## config.mk

```make
export PLATFORM = sky130hd
export DESIGN_NAME = motor_step_gen
export DESIGN_NICKNAME = d
export VERILOG_FILES = /design/src/rtl/motor_pkg.sv /design/src/rtl/phase_timer.sv /design/src/rtl/motor_step_gen.sv
export SDC_FILE = /design/constraint.sdc
export NUM_CORES = 1
export LEC_CHECK = 0
export CAP_MARGIN = 30
export CORE_MARGIN = 2
export CORE_UTILIZATION = 50
export CTS_CLUSTER_DIAMETER = 50
export CTS_CLUSTER_SIZE = 16
export DETAILED_ROUTE_END_ITERATION = 8
export PLACE_DENSITY = 0.76
export SYNTH_ARGS = -nofsm -noshare
export SYNTH_HDL_FRONTEND = slang
export SYNTH_SLANG_ARGS = --single-unit
```

## constraint.sdc

```tcl
create_clock -name clk_clk -period 5.4 [get_ports clk_clk]
set_clock_uncertainty 0.2 [all_clocks]
set_input_delay 0.54 -clock clk_clk [delete_from_list [all_inputs] [get_ports clk_clk]]
set_output_delay 0.54 -clock clk_clk [all_outputs]
set_load 0.005 [all_outputs]
```

## src/rtl/motor_pkg.sv

```systemverilog
// Shared types and constants for the stepper pulse generator: FSM states,
// command-word field positions and position/step-count widths.
package motor_pkg;

   typedef enum logic [1:0] {
      S_IDLE,
      S_SETUP,
      S_HIGH,
      S_LOW
   } state_e;

   localparam int CMD_W     = 16;
   localparam int GO_BIT    = 15;
   localparam int DIR_BIT   = 14;
   localparam int STEPS_MSB = 13;
   localparam int REM_W     = STEPS_MSB + 1;
   localparam int POS_W     = 16;

   function automatic int max2(input int a, input int b);
      return (a > b) ? a : b;
   endfunction

endpackage

```

## src/rtl/phase_timer.sv

```systemverilog
// Loadable down-counter: after a load of N it reports expiry during the Nth
// cycle, so the owning state lasts exactly N cycles.
module phase_timer #(
   parameter int W = 16
) (
   input  logic         clk_i,
   input  logic         rst_i,
   input  logic         load_i,
   input  logic [W-1:0] load_val_i,
   output logic         expired_o
);

   logic [W-1:0] count_q;
   logic [W-1:0] count_d;

   always_comb begin
      count_d = count_q;
      if (load_i) begin
         count_d = load_val_i;
      end else if (count_q != '0) begin
         count_d = count_q - W'(1);
      end
   end

   always_ff @(posedge clk_i or posedge rst_i) begin
      if (rst_i) begin
         count_q <= '0;
      end else begin
         count_q <= count_d;
      end
   end

   // Parked at zero when idle so it never reports a stale expiry.
   assign expired_o = (count_q == W'(1));

endmodule

```

## src/rtl/motor_step_gen.sv

```systemverilog
// Per-axis stepper pulse generator: turns a GO/DIR/STEPS command word into a
// counted burst of fixed-period STEP pulses and tracks a signed position.
module motor_step_gen
   import motor_pkg::*;
#(
   parameter int PERIOD    = 50000,
   parameter int PULSE_W   = 100,
   parameter int DIR_SETUP = 50
) (
   input  logic                    clk_clk,
   input  logic                    reset_reset,
   input  logic [CMD_W-1:0]        cmd,
   output logic                    step,
   output logic                    dir,
   output logic                    busy,
   output logic                    done,
   output logic                    aborted,
   output logic signed [POS_W-1:0] pos
);

   localparam int TW = $clog2(max2(PERIOD, DIR_SETUP) + 1);
   localparam logic [TW-1:0] DS_CYC  = TW'(DIR_SETUP);
   localparam logic [TW-1:0] PW_CYC  = TW'(PULSE_W);
   localparam logic [TW-1:0] LOW_CYC = TW'(PERIOD - PULSE_W);
   localparam logic signed [POS_W-1:0] POS_ONE = POS_W'(1);

   state_e                    state_q;
   logic                      step_q;
   logic                      dir_q;
   logic                      busy_q;
   logic                      done_q;
   logic                      aborted_q;
   logic                      abort_pend_q;
   logic                      go_s_q;
   logic                      go_prev_q;
   logic                      dir_s_q;
   logic [REM_W-1:0]          steps_s_q;
   logic [REM_W-1:0]          rem_q;
   logic signed [POS_W-1:0]   pos_q;

   logic                      start;
   logic                      tmr_load;
   logic [TW-1:0]             tmr_val;
   logic                      tmr_exp;

   // The command word is sampled once per cycle; start and abort decisions
   // act on this sample, which puts busy one edge after the GO rise is seen.
   always_ff @(posedge clk_clk) begin
      dir_s_q   <= cmd[DIR_BIT];
      steps_s_q <= cmd[STEPS_MSB:0];
   end

   assign start = go_s_q & ~go_prev_q;

   always_comb begin
      tmr_load = 1'b0;
      tmr_val  = '0;
      case (state_q)
         S_IDLE: begin
            if (start && (steps_s_q != '0)) begin
               tmr_load = 1'b1;
               tmr_val  = DS_CYC;
            end
         end
         S_SETUP: begin
            if (go_s_q && tmr_exp) begin
               tmr_load = 1'b1;
               tmr_val  = PW_CYC;
            end
         end
         S_HIGH: begin
            if (tmr_exp && go_s_q && !abort_pend_q) begin
               tmr_load = 1'b1;
               tmr_val  = LOW_CYC;
            end
         end
         S_LOW: begin
            if (go_s_q && tmr_exp && (rem_q != '0)) begin
               tmr_load = 1'b1;
               tmr_val  = PW_CYC;
            end
         end
         default: begin
            tmr_load = 1'b0;
         end
      endcase
   end

   phase_timer #(
      .W (TW)
   ) u_timer (
      .clk_i      (clk_clk),
      .rst_i      (reset_reset),
      .load_i     (tmr_load),
      .load_val_i (tmr_val),
      .expired_o  (tmr_exp)
   );

   // GO samples reset high so a GO held across reset release is not a start.
   always_ff @(posedge clk_clk or posedge reset_reset) begin
      if (reset_reset) begin
         state_q      <= S_IDLE;
         step_q       <= 1'b0;
         dir_q        <= 1'b0;
         busy_q       <= 1'b0;
         done_q       <= 1'b0;
         aborted_q    <= 1'b0;
         abort_pend_q <= 1'b0;
         go_s_q       <= 1'b1;
         go_prev_q    <= 1'b1;
         rem_q        <= '0;
         pos_q        <= '0;
      end else begin
         go_s_q    <= cmd[GO_BIT];
         go_prev_q <= go_s_q;
         done_q    <= 1'b0;
         case (state_q)
            S_IDLE: begin
               step_q       <= 1'b0;
               busy_q       <= 1'b0;
               abort_pend_q <= 1'b0;
               if (start) begin
                  if (steps_s_q == '0) begin
                     done_q <= 1'b1;
                  end else begin
                     dir_q     <= dir_s_q;
                     rem_q     <= steps_s_q;
                     aborted_q <= 1'b0;
                     busy_q    <= 1'b1;
                     state_q   <= S_SETUP;
                  end
               end
            end
            S_SETUP: begin
               if (!go_s_q) begin
                  busy_q    <= 1'b0;
                  aborted_q <= 1'b1;
                  state_q   <= S_IDLE;
               end else if (tmr_exp) begin
                  step_q  <= 1'b1;
                  state_q <= S_HIGH;
               end
            end
            S_HIGH: begin
               // A GO drop mid-pulse is remembered so the pulse still completes.
               if (!go_s_q) begin
                  abort_pend_q <= 1'b1;
               end
               if (tmr_exp) begin
                  step_q <= 1'b0;
                  rem_q  <= rem_q - REM_W'(1);
                  pos_q  <= dir_q ? (pos_q + POS_ONE) : (pos_q - POS_ONE);
                  if (!go_s_q || abort_pend_q) begin
                     busy_q       <= 1'b0;
                     aborted_q    <= 1'b1;
                     abort_pend_q <= 1'b0;
                     state_q      <= S_IDLE;
                  end else begin
                     state_q <= S_LOW;
                  end
               end
            end
            S_LOW: begin
               if (!go_s_q) begin
                  busy_q    <= 1'b0;
                  aborted_q <= 1'b1;
                  state_q   <= S_IDLE;
               end else if (tmr_exp) begin
                  if (rem_q == '0) begin
                     busy_q  <= 1'b0;
                     done_q  <= 1'b1;
                     state_q <= S_IDLE;
                  end else begin
                     step_q  <= 1'b1;
                     state_q <= S_HIGH;
                  end
               end
            end
            default: begin
               step_q  <= 1'b0;
               busy_q  <= 1'b0;
               state_q <= S_IDLE;
            end
         endcase
      end
   end

   assign step    = step_q;
   assign dir     = dir_q;
   assign busy    = busy_q;
   assign done    = done_q;
   assign aborted = aborted_q;
   assign pos     = pos_q;

endmodule
```

==> results.md, run 1 <==
- Synth top area cells: dfrtp_1, dfxtp_1, ha_1
- Root cell of the clock tree: clkbuf_8
- Final max-slew violation count: 0
- Via Count: 3,351
- Final hold vios: 0
- Critical Path End Type: register
- Per-cell routed wire length: 14.3 um
- CTS tree: built
- Setup bufs post-CTS: 0
- Worst setup path class: reg -> reg
- Synth async-reset ratio: 78.9%
- Row cnt: 32
- Post-route ant nets: 0
- PortBufs: 38
- Slowest stage delay, CP: 620 ps
- Clock sink count: 71
- Number of global-route vias before repair: 3,135
- Overall Power: 0.00244 W
- Max-cap check violation count: 0
- Total congestion overflow: 0
- Largest net degree at the start of global routing: 57
- Number of flops mapped to enable cells by yosys: 0
- Post-Route WL: 8.37 mm
- CP Cell Sequence: inv_1 -> ha_1 -> or4b_2 -> nor4_4 -> nand2_2 -> a21boi_4 -> and3_1 -> o21ai_1 -> o221a_2
- Post-synth cell types: 66
- Worst EP required: 5450 ps
- IO Count: 39
- Final hold slack: 244 ps
- Bufs and invs on worst path: 1
- Multi-input logic area: 0.00216 mm2
- Core area: 0.00773 mm2
- Layout cells sized above 1: 7.88%
- Post-cts resize count: 0
- # setup viols final: 0
- Tmin final: 3310 ps
- Post-Syn Area: 0.00401 mm2
- Unrepaired setup endpoints after global routing: no
- Final GP Congestion: 0.839
- DRT Pass-1 Iters: 6
- Number of nets in the layout: 518
- Starting Density: 51.8%
- Chip Height: 93.5 um
- Clock transition at the registers of the reported paths: 80 ps
- FF+latch count, synth: 71
- Setup Total Neg Slack: 0 ps
- Tcrit/Tclk final: 61.3%
- Synthesis-to-layout area growth: 17.3%
- Max-slew headroom: 45.5%
- Yosys warning count: 0
- # DRC: 0
- First-pass GRT wire length: 14.2 mm
- Antenna cells: 0
- Initial antenna violation count: 0
- Vias per cell: 5.74
- Most common flop cell mapped by yosys: dfrtp_1
- Syn nets: 480
- CP delay by family, top: simple AND/OR/NAND/NOR gates
- Die Width: 93.5 um
- Syn_area_per_cell: 9.13 um2
- Leakage power: 2.00 nW
- Post-synth top area share: 33.7%
- CTS Buf Count: 9
- Least-Margin Pin Slew: 807 ps
- Slowest CP cell: or4b_2
- Post-CTS Hold Buffers: 0
- Drt initial violations: 193
- Register area: 0.00170 mm2
- Seq/Total Area, Yosys: 42.5%
- Pwr dens: 519 mW/mm2
- Clock latency on the worst-skew pair: 350 ps
- Worst EP arrival: 3360 ps
- Peak Freq: 302 MHz
- # H-tree levels: 3
- Synthesized instance count: 439
- Post-synth top area cell: dfrtp_1
- Die area: 0.00875 mm2
- Dpl hpwl: 6.00 mm
- Filler cell count: 653
- Clk buf depth: 2
- All-layer global routing usage: 20.1%
- Outcome: finished, final reports clean
- Crit Path Max Fanout: 33
- Peak supply drop: 259 uV
- Worst hold path type: reg -> reg
- CP Launch Type: register
## cells by family (layout without fill, tap and decap cells)
logic type,Yosys count,count (layout),synth area share [%]
simple gates,167,167,21.4
fa+ha+maj,23,23,7.37
compound gates,123,123,20.0
mux,2,2,0.500
xor+xnor,21,21,4.59
buf+inv,32,75,3.65
flops,71,71,42.5
## flip-flops by register name (all words and copies together), names as in the netlist, 2 cells and up
register	cells
steps_s_q	14
state_q	2
rem_q	14
pos	16
u_timer.count_q	16
## cell usage in the layout, fill, tap and decap left out, types with 2 or more instances in the layout
cell type | Yosys | final
o31ai_1 | 4 | 4
a22oi_1 | 2 | 2
dfstp_2 | 2 | 2
nor4_1 | 13 | 13
a21oi_1 | 37 | 37
nor2b_1 | 2 | 2
dfxtp_1 | 15 | 15
ha_1 | 22 | 22
and2_1 | 3 | 3
o21bai_1 | 2 | 2
a21o_1 | 3 | 3
o21ai_0 | 23 | 23
clkbuf_8 | 0 | 9
a31oi_1 | 4 | 4
xnor2_1 | 10 | 10
nand4_1 | 2 | 2
bufinv_16 | 0 | 3
or4_4 | 2 | 2
nand2b_1 | 9 | 9
nor3_2 | 2 | 2
a211oi_1 | 4 | 4
nor3_1 | 13 | 13
or3_1 | 7 | 7
or4_1 | 3 | 3
nand3_1 | 13 | 13
dfrtp_1 | 54 | 54
o22ai_1 | 4 | 4
a31o_2 | 2 | 2
o21ai_1 | 17 | 17
o2111ai_1 | 2 | 2
nand2_1 | 44 | 44
buf_4 | 0 | 2
nor2_1 | 38 | 38
xor2_1 | 11 | 11
mux2i_1 | 2 | 2
and3_1 | 7 | 7
inv_1 | 18 | 17
o21a_1 | 2 | 2
clkdlybuf4s50_1 | 0 | 38
## synthesized netlist by cell type, drive strengths merged (5+ instances only)
master   n
dfrtp   54
nand2   45
o21ai   41
nor2    38
a21oi   37
ha      22
inv     18
dfxtp   15
nor3    15
nor4    14
nand3   13
xor2    11
xnor2   10
nand2b   9
and3     7
clkbuf   7
or3      7
buf      6
or4      5
## cell type report
type	count	share of cell area, %
Inverter	19	1.52
Clock inverter	7	2.56
Sequential cell	71	36.3
Clock buffer	9	2.64
Multi-Input combinational cell	336	45.9
Timing Repair Buffer	40	8.42
Tap cell	102	2.72
## worst paths after layout
check | startpoint | to | slack [ps] | depth (start not counted)
setup / recovery | u_timer.count_q[1] | rem_q[10] | 2090 | 9
hold / removal | go_s_q | go_prev_q | 240 | 0
setup reg to reg | u_timer.count_q[1] | rem_q[10] | 2090 | 9
hold reg to reg | go_s_q | go_prev_q | 240 | 0
max in group asynchronous | reset_reset | u_timer.count_q[6] | 4030 | 3
min in group asynchronous | reset_reset | pos[4] | 500 | 3
## per-layer routing
layer,vias up,routed length [um],global-route usage (%)
li1,1669,-,-
met3,11,360,3.71
met1,1596,3900,25.7
met2,75,3990,33.9
met4,0,115,7.48
met5,-,0,0
## power by group
group | leakage (nW) | internal, W | switching, W
Combinational | 1.04 | 0.000463 | 0.000627
Sequential | 0.842 | 0.000676 | 0.000158
Clock | 0.120 | 0.000308 | 0.000208
## stage by stage
step           cells  util, %  setup WS, ps  area, um2
2_1_floorplan    439        -          2740       4010
3_3_place_gp     568     57.6          2170       4450
3_5_place_dp     568     57.6          2090       4450
4_1_cts          584     60.8          2080       4700
5_1_grt          584     60.8          1880       4700
6_report         584     60.8          2090       4700
Note: power is estimated with default switching activity, not from simulation.
==> run 2, diff against run 1 <==
==> constraint.sdc (replaced) <==
create_clock -name clk_clk -period 3.1 [get_ports clk_clk]
set_clock_uncertainty 0.2 [all_clocks]
set_input_delay 0.31 -clock clk_clk [delete_from_list [all_inputs] [get_ports clk_clk]]
set_output_delay 0.31 -clock clk_clk [all_outputs]
set_load 0.005 [all_outputs]
==> results.md, run 2 (synthesized netlist as in run 1, its figures left out) <==
- Max-slew headroom: 60.9% (+15 points)
- CTS Buf Count: 9 (unchanged)
- Crit Path Max Fanout: 6 (-82%)
- CTS tree: built
- Chip Height: 93.5 um (unchanged)
- Critical Path End Type: register
- Pwr dens: 869 mW/mm2 (+67%)
- Antenna cells: 0 (unchanged)
- Number of nets in the layout: 531 (+2.5%)
- Peak supply drop: 455 uV (+76%)
- Die Width: 93.5 um (unchanged)
- Final hold vios: 0 (unchanged)
- Clock transition at the registers of the reported paths: 90 ps (about the same)
- PortBufs: 38 (unchanged)
- First-pass GRT wire length: 15.1 mm (+6.9%)
- R2R setup slack: 140 ps (-1950 ps)
- Filler cell count: 641 (-1.8%)
- Worst setup path class: reg -> reg
- Tmin final: 2960 ps (-348 ps)
- # DRC: 0 (unchanged)
- Starting Density: 51.8% (unchanged)
- Core area: 0.00773 mm2 (unchanged)
- Final core utilization: 61.4% (+0.62 points)
- Row cnt: 32 (unchanged)
- # setup viols final: 0 (unchanged)
- Root cell of the clock tree: clkbuf_8
- DRT Pass-1 Iters: 5 (-1)
- Post-CTS Hold Buffers: 0 (unchanged)
- Register area: 0.00170 mm2 (unchanged)
- # H-tree levels: 3 (unchanged)
- Clk buf depth: 2 (unchanged)
- Final max-slew violation count: 0 (unchanged)
- Initial antenna violation count: 0 (unchanged)
- Post-route ant nets: 0 (unchanged)
- Number of global-route vias before repair: 3,332 (+6.3%)
- Overall Power: 0.00412 W (+69%)
- Via Count: 3,432 (+2.4%)
- Outcome: finished, final reports clean
- Leakage power: 2.05 nW (+2.6%)
- Max-cap check violation count: 0 (unchanged)
- CP Launch Type: register
- Least-Margin Pin Slew: 586 ps (-221 ps)
- Drt initial violations: 116 (-40%)
- All-layer global routing usage: 21.7% (+1.6 points)
- Vias per cell: 5.75 (+0.19%)
- Worst hold path type: in -> async
- Commonest non-fill, non-tap cell in the layout: dfrtp_1
- Synthesis-to-layout area growth: 18.5%
- Per-cell routed wire length: 14.5 um (+1.4%)
- Peak Freq: 338 MHz (+12%)
- Worst EP arrival: 3030 ps (-330 ps)
- Final GP Congestion: 0.901 (+7.3%)
- Die area: 0.00875 mm2 (unchanged)
- Commonest cells after routing, fill and taps aside: dfrtp_1, nand2_1, clkdlybuf4s50_1
- Multi-input logic area: 0.00217 mm2 (+0.75%)
- Layout cells sized above 1: 10.9% (+3.0 points)
- Clock sink count: 71 (unchanged)
- Clock latency on the worst-skew pair: 360 ps (about the same)
- Worst EP required: 3170 ps (-2280 ps)
- Post-Route WL: 8.67 mm (+3.6%)
- Largest net degree at the start of global routing: 30 (-47%)
- IO Count: 39 (unchanged)
- Tcrit/Tclk final: 95.5% (+34 points)
- Total congestion overflow: 0 (unchanged)
- Dpl hpwl: 6.51 mm (+8.5%)
-- run 2: worst paths after layout --
| path | start | end | cells after the start |
|---|---|---|---|
| max in group asynchronous | reset_reset | pos[2] | 3 |
| max reg2reg | u_timer.count_q[1] | u_timer.count_q[15] | 10 |
| min reg2reg | go_s_q | go_prev_q | 0 |
| min in group clk_clk | cmd[15] | go_s_q | 1 |
| max | u_timer.count_q[1] | u_timer.count_q[15] | 10 |
| min | reset_reset | u_timer.count_q[13] | 2 |
-- run 2: cell type report --
type	instances	share of cell area, %
clock inverter	7	1.13
sequential	71	35.9
multi-input combinational	336	45.8
timing repair buffer	53	10.4
inverter	19	1.50
tap	102	2.69
clock buffer	9	2.61
-- run 2: metal layers --
layer | GRT usage, % | vias to the layer above | part of all wire, %
met2 | 35.9 | 106 | 49
met3 | 4.83 | 14 | 5.2
met5 | 0 | - | 0
li1 | - | 1698 | -
met4 | 7.48 | 0 | 1.6
met1 | 28.2 | 1614 | 44
-- run 2: what timing repair did --
item                                    CTS  global route
gates resized for setup                   0             4
buffers inserted                          0             3
endpoints found under the setup margin    0             6
-- run 2: metrics by stage --
stage                     TNS [ps]  cells  instance area, um2  worst slack [ps]  hold WS, ps
after detailed placement         0    578                4530               161          224
after global routing         -12.9    597                4750             -12.9          159
after global placement           0    578                4530               236          226
after floorplan                  0    439                4010               441          114
final                            0    597                4750               140          129
after CTS                        0    594                4710               142          153
-- run 2: worst max-delay path, stage by stage, from the launching register on --
cell      delay (ps)
dfrtp_1          420
inv_1             90
ha_1             170
or4b_2           630
nor4_4           330
buf_4            190
buf_4            110
nand2_1           50
nor3_2           330
nor2_1           100
a311oi_1         260
-- run 2: report_power, final --
part	leakage, nW	switching [W]	internal [W]
registers	0.842	0.000278	0.00118
clock network	0.0928	0.000387	0.000301
logic	1.12	0.00113	0.000855
total	2.05	0.00179	0.00233
